===== src/rtl/stage_compositor.sv =====
// Two-stage pixel compositor: priority layer/text/fill select, then per-channel
// brightness scaling, plus the stage state machine that drives frame-synchronous fades.
module stage_compositor #(
  parameter int          NUM_LAYERS      = 4,
  parameter logic [23:0] TRANSPARENT_KEY = 24'hFF00FF,
  parameter int          FADE_SHIFT      = 4,
  parameter bit          FADE_EN         = 1'b1
) (
  input  logic                    Clk,
  input  logic                    Reset,
  input  logic                    pix_valid,
  input  logic [NUM_LAYERS-1:0]   layer_on,
  input  logic [24*NUM_LAYERS-1:0] layer_pixel,
  input  logic [23:0]             bg_pixel,
  input  logic                    text_on,
  input  logic [23:0]             text_rgb,
  input  logic [1:0]              stage_req,
  input  logic                    frame_start,
  output logic [7:0]              VGA_R,
  output logic [7:0]              VGA_G,
  output logic [7:0]              VGA_B,
  output logic                    out_valid,
  output logic [1:0]              stage_cur,
  output logic                    fade_busy
);

  localparam int LW = FADE_SHIFT + 1;
  localparam int PW = 8 + FADE_SHIFT + 1;
  localparam logic [LW-1:0] LMAX = {1'b1, {FADE_SHIFT{1'b0}}};
  localparam logic [LW-1:0] LONE = {{FADE_SHIFT{1'b0}}, 1'b1};

  localparam logic [1:0] ST_START  = 2'd0;
  localparam logic [1:0] ST_BATTLE = 2'd1;
  localparam logic [1:0] ST_WIN    = 2'd2;
  localparam logic [1:0] ST_LOSE   = 2'd3;

  localparam logic [23:0] FILL_START = 24'h000000;
  localparam logic [23:0] FILL_WIN   = 24'h9C1D08;
  localparam logic [23:0] FILL_LOSE  = 24'h57007F;

  typedef enum logic [1:0] {
    S_IDLE     = 2'd0,
    S_FADE_OUT = 2'd1,
    S_FADE_IN  = 2'd2
  } fsm_e;

  fsm_e            state_q, state_d;
  logic [1:0]      stage_q, stage_d;
  logic [1:0]      target_q, target_d;
  logic [LW-1:0]   level_q, level_d;
  logic            busy_q, busy_d;

  logic            v1_q, v2_q;
  logic [23:0]     rgb1_q, rgb1_d;
  logic [LW-1:0]   lvl1_q;
  logic [7:0]      r_q, g_q, b_q;

  // Lowest-index covering, non-transparent layer wins; background otherwise.
  function automatic logic [23:0] pick_layer(input logic [NUM_LAYERS-1:0]    on,
                                             input logic [24*NUM_LAYERS-1:0] px,
                                             input logic [23:0]              bg);
    logic [23:0] sel;
    sel = bg;
    for (int i = NUM_LAYERS - 1; i >= 0; i--) begin
      if (on[i] && (px[24*i +: 24] != TRANSPARENT_KEY)) begin
        sel = px[24*i +: 24];
      end else begin
        sel = sel;
      end
    end
    return sel;
  endfunction

  function automatic logic [7:0] fade_ch(input logic [7:0] c, input logic [LW-1:0] l);
    logic [PW-1:0] prod;
    prod = PW'(c) * PW'(l);
    return prod[FADE_SHIFT +: 8];
  endfunction

  // Stage transition next-state logic; only frame_start cycles advance it.
  always_comb begin
    state_d  = state_q;
    stage_d  = stage_q;
    target_d = target_q;
    level_d  = level_q;
    if (frame_start) begin
      case (state_q)
        S_IDLE: begin
          if (stage_req != stage_q) begin
            target_d = stage_req;
            if (FADE_EN) begin
              level_d = LMAX - LONE;
              state_d = S_FADE_OUT;
            end else begin
              stage_d = stage_req;
            end
          end else begin
            target_d = target_q;
          end
        end
        S_FADE_OUT: begin
          level_d = level_q - LONE;
          if (level_q == LONE) begin
            stage_d = target_q;
            state_d = S_FADE_IN;
          end else begin
            state_d = S_FADE_OUT;
          end
        end
        S_FADE_IN: begin
          level_d = level_q + LONE;
          if (level_q == (LMAX - LONE)) begin
            state_d = S_IDLE;
          end else begin
            state_d = S_FADE_IN;
          end
        end
        default: begin
          state_d = S_IDLE;
          level_d = LMAX;
        end
      endcase
    end else begin
      state_d = state_q;
    end
    busy_d = (state_d != S_IDLE);
  end

  // Pixel source select for the currently displayed stage.
  always_comb begin
    rgb1_d = FILL_START;
    case (stage_q)
      ST_BATTLE: rgb1_d = pick_layer(layer_on, layer_pixel, bg_pixel);
      ST_WIN:    rgb1_d = text_on ? text_rgb : FILL_WIN;
      ST_LOSE:   rgb1_d = text_on ? text_rgb : FILL_LOSE;
      default:   rgb1_d = text_on ? text_rgb : FILL_START;
    endcase
  end

  // Stage state machine registers.
  always_ff @(posedge Clk) begin
    if (Reset) begin
      state_q  <= S_IDLE;
      stage_q  <= ST_START;
      target_q <= ST_START;
      level_q  <= LMAX;
      busy_q   <= 1'b0;
    end else begin
      state_q  <= state_d;
      stage_q  <= stage_d;
      target_q <= target_d;
      level_q  <= level_d;
      busy_q   <= busy_d;
    end
  end

  // Two-stage pixel pipeline; each pixel keeps the level captured with it.
  always_ff @(posedge Clk) begin
    if (Reset) begin
      v1_q   <= 1'b0;
      rgb1_q <= 24'h000000;
      lvl1_q <= {LW{1'b0}};
      v2_q   <= 1'b0;
      r_q    <= 8'h00;
      g_q    <= 8'h00;
      b_q    <= 8'h00;
    end else begin
      v1_q   <= pix_valid;
      rgb1_q <= rgb1_d;
      lvl1_q <= level_q;
      v2_q   <= v1_q;
      r_q    <= fade_ch(rgb1_q[23:16], lvl1_q);
      g_q    <= fade_ch(rgb1_q[15:8],  lvl1_q);
      b_q    <= fade_ch(rgb1_q[7:0],   lvl1_q);
    end
  end

  assign VGA_R     = r_q;
  assign VGA_G     = g_q;
  assign VGA_B     = b_q;
  assign out_valid = v2_q;
  assign stage_cur = stage_q;
  assign fade_busy = busy_q;

endmodule


===== config.mk =====
export PLATFORM = sky130hd
export DESIGN_NAME = stage_compositor
export DESIGN_NICKNAME = d
export VERILOG_FILES = /design/src/rtl/stage_compositor.sv
export SDC_FILE = /design/constraint.sdc
export NUM_CORES = 1
export LEC_CHECK = 0
export CORE_ASPECT_RATIO = 1.25
export CORE_MARGIN = 2
export CORE_UTILIZATION = 47
export CTS_CLUSTER_SIZE = 30
export DETAILED_ROUTE_END_ITERATION = 8
export DONT_BUFFER_PORTS = 1
export GPL_TIMING_DRIVEN = 0
export PLACE_DENSITY = 0.73
export SETUP_SLACK_MARGIN = 0.4
export SYNTH_ARGS = -nofsm -noshare
export SYNTH_HDL_FRONTEND = slang
export SYNTH_SLANG_ARGS = --single-unit

===== constraint.sdc =====
create_clock -name Clk -period 7.3 [get_ports Clk]
set_input_delay 2.19 -clock Clk [delete_from_list [all_inputs] [get_ports Clk]]
set_output_delay 2.19 -clock Clk [all_outputs]
set_load 0.02 [all_outputs]

==> impl_results.rst <==
.. list-table::
   :header-rows: 1

   * - Metric
     - Value
   * - Portion of the clock cycle consumed by the worst path in the final layout
     - 62.7%
   * - TritonCTS clock tree
     - yes
   * - Worst IR drop on VDD
     - 139 uV
   * - Fin crit period
     - ~4.6 ns
   * - Switching share of power
     - ~28%
   * - Highest routed metal layer
     - met4
   * - Number of antenna violations at the first check in global routing
     - 1
   * - CTS root buf
     - sky130_fd_sc_hd__clkbuf_16
   * - Placeable Area
     - between 10000 and 15000 um^2
   * - Full die area
     - around 15000 um^2
   * - WS Path Type
     - reg -> reg
   * - Die boundary height
     - about 140 um
   * - Ordered cell list for the critical path
     - clkbuf_1 -> and2_1 -> fa_1 -> fa_1 -> inv_1 -> fa_1 -> inv_1 -> ha_1 -> nand2_1 -> or3_1 -> and3_1 -> o31ai_1 -> a21oi_1 -> o21ai_0
   * - Count of endpoints failing hold in the final timing report
     - 0
   * - Number of CTS-inserted buffers
     - 9
   * - Final setup violation count
     - 0
   * - Required time of the critical path
     - about 7.5 ns
   * - Number of enable flip-flop cells after synthesis
     - 0
   * - Post-layout net count
     - ~1.1k
   * - Total power
     - ~1.1 mW
   * - Internal Pwr Total
     - roughly 0.8 mW
   * - Aggregate negative setup slack
     - 0 ns
   * - Clk buf depth
     - 2
   * - Iteration count of the initial detailed-routing pass
     - 5
   * - Chip Width
     - roughly 110 um
   * - Global route overflow
     - 0
   * - Most frequent cells in the layout
     - sky130_fd_sc_hd__inv_1, sky130_fd_sc_hd__and2_1, sky130_fd_sc_hd__nand2_1
   * - Final standard cell count with taps included and fillers excluded
     - roughly 1.0k
   * - Remaining number of nets flagged by the antenna check after routing
     - 0
   * - Clock transition time at the flip-flop clock pins of the worst setup and hold paths
     - around 0.060 ns
   * - Synthesized flop and latch total
     - 67
   * - Clock Sinks
     - 67
   * - Placed Area
     - 7010 um^2
   * - Number of instances in the synthesized netlist
     - ~840
   * - Sw power
     - between 0.3 and 0.4 mW
   * - Number of port buffers
     - 0
   * - Wire length of the first global-routing pass
     - around 33 mm
   * - Portion of the post-synthesis area used by sequential elements
     - between 15 and 20%
   * - Netlist cell types
     - between 50 and 60
   * - Number of DRC markers in iteration 0
     - 403
   * - Worst slack at placement
     - around 2.7 ns
   * - Relative area change from synthesis to final layout
     - 8.46%
   * - RePlAce Congestion
     - between 0.9 and 1
   * - Average wire length per cell after detail routing
     - 20.3 um
   * - Unrepaired setup endpoints after global routing
     - false
   * - Category of the worst setup path launch point
     - flop
   * - Post-cts repair resize count
     - 0
   * - Via count
     - between 6k and 7k
   * - Number of nets in the synthesized netlist
     - approximately 1.1k
   * - Layout Utilization
     - between 50% and 60%
   * - Highest Clock Rate
     - 0.218 GHz
   * - Slew Limit Fails
     - 0
   * - Power per Cell Area
     - between 150 and 200 nW/um^2
   * - Ports
     - ~180
   * - Inst Count DP
     - slightly above 1k
   * - Count of yosys warnings during synthesis
     - 0
   * - Vias in the first global route
     - 6347
   * - Minimum setup slack in the final design
     - 2.72 ns
   * - Power share of the clock group
     - approximately 46%
   * - Clock latency on the worst-skew pair
     - 0.33 ns
   * - WP buf/inv
     - 3
   * - Signal arrival time at the worst endpoint
     - 4.80 ns
   * - DP Wirelength
     - approximately 18 mm
   * - Final setup skew
     - ~0.0090 ns
   * - Number of standard-cell rows in the floorplan
     - between 40 and 50
   * - Post-route cell area
     - ~7400 um^2
   * - GRT Overall Usage
     - between 20% and 30%
   * - Average cell area after synthesis
     - between 8 and 9 um^2
   * - Met3 routed WL
     - 1.82 mm
   * - Cell leakage power
     - ~3.4 nW
   * - Worst-margin pin slew
     - 0.944 ns
   * - Slew headroom
     - around 36%
   * - Worst min-delay path category
     - reg -> reg
   * - Post-Route M1 WL
     - between 7 and 8 mm
   * - Number of buffers inserted to repair setup after CTS
     - 0
   * - Share of post-route cells with drive strength above 1
     - 3.03%
   * - Starting density of the core
     - about 48%
   * - Cell area after technology mapping
     - 6790 um^2
   * - Remaining design rule violation count
     - 0
   * - Worst path top cell family by delay
     - adder cells
   * - Biggest fanout along the worst timing path
     - 10
   * - Stage delay of the slowest cell on the critical path
     - about 0.49 ns
   * - Worst hold-check slack
     - between 0.4 and 0.5 ns
   * - Pin count of the biggest net entering global routing
     - 14
   * - Fraction of power consumed by sequential logic
     - between 30% and 40%
   * - Length of routed met2 wiring
     - roughly 10 mm
   * - Logic pwr share
     - 16.5%
   * - Via-per-instance ratio
     - around 6
   * - Routed wire length
     - ~21 mm
   * - CTS Hold Bufs
     - 0
   * - Element type at the critical path end
     - flop
   * - Post-synth top flop
     - sky130_fd_sc_hd__dfxtp_1
   * - Most common library cell in the layout ignoring fill and taps
     - sky130_fd_sc_hd__inv_1
   * - Synth async-reset ratio
     - 0%
   * - Cell repeated most along the worst path
     - sky130_fd_sc_hd__fa_1
   * - Worst path slowest cell
     - sky130_fd_sc_hd__dfxtp_1
   * - Status
     - finished clean
   * - H-tree level count
     - 3
   * - Max capacitance violation total
     - 0
-- synthesized netlist by cell type (all sizes together) (2+ instances only) --
cell    instances  area share [%]
nand2          76             4.2
clkbuf         30             1.7
a211o           8             1.0
a222oi          8             1.2
nor3           12            0.88
nand2b          2            0.18
nor2           75             4.1
a221o           5            0.74
and3            9            0.83
o21bai          5            0.55
and2           78             7.2
o31ai           3            0.33
a31o            2            0.26
nand4          15             1.4
nor4            2            0.18
xnor2          14             1.8
a31oi           4            0.37
o21a           18             2.0
dfxtp          67              20
a32oi           2            0.26
ha             58              11
o21ai          32             2.5
buf             8            0.85
fa             48              14
inv            94             5.2
xor2            9             1.2
nand4b          6            0.77
o31a            2            0.26
a21o           13             1.4
mux2i          24             3.5
a221oi          3            0.48
a21oi          55             4.1
or3             3            0.28
nand3           6            0.44
a211oi         16             1.8
o41ai           2            0.26
or4             9             1.1
nor2b           7            0.64
o22ai           5            0.46
-- cell families (layout without fill, tap and decap cells) --
logic type	Yosys count	in the layout	synth area share, %
buffers and inverters	132	148	7.70
xor gates and xnor gates	23	23	2.97
muxes	24	24	3.54
DFF	67	67	19.7
and+or+nand+nor	302	302	22.4
adders and majority gates	106	106	24.8
AOI/OAI and AO/OA	189	189	18.8
other	0	1	0
-- final timing paths --
kind | start | to | slack [ns] | cells after the start
max | lvl1_q[2] | VGA_R[7] | 2.72 | 14
min | v1_q | out_valid | 0.43 | 1
max reg2reg | lvl1_q[2] | VGA_R[7] | 2.72 | 14
min reg2reg | v1_q | out_valid | 0.43 | 1
-- state kept, by name, indices dropped and copies added, names as in the netlist, 2 cells and up --
| register | flops |
|---|---|
| stage_cur | 2 |
| VGA_G | 8 |
| VGA_R | 8 |
| lvl1_q | 5 |
| rgb1_q | 24 |
| level_q | 5 |
| target_q | 2 |
| state_q | 2 |
| VGA_B | 8 |
-- power groups by stage --
stage / logic [mW] / registers, mW / clock network, mW
final: 0.184 / 0.416 / 0.510
after detailed placement: 0.180 / 0.423 / 0
after floorplan: 0.140 / 0.414 / 0
after global routing: 0.208 / 0.418 / 0.535
after global placement: 0.177 / 0.423 / 0
after CTS: 0.183 / 0.415 / 0.518
-- area by class of cell --
type	count	area [um^2]
buffer	38	170
multi-input combinational	644	4930
tap	178	223
antenna	1	2.50
sequential	67	1340
inverter	94	353
clock buffer	9	225
clock inverter	7	124
fill	1373	6920
-- routing by layer --
metal / up-vias / GRT usage, %
met5: - / 0
met4: 0 / 14.8
met3: 74 / 7.50
met2: 313 / 47.7
met1: 2943 / 29.6
li1: 2908 / -
Power figures use the tool's default switching activity.
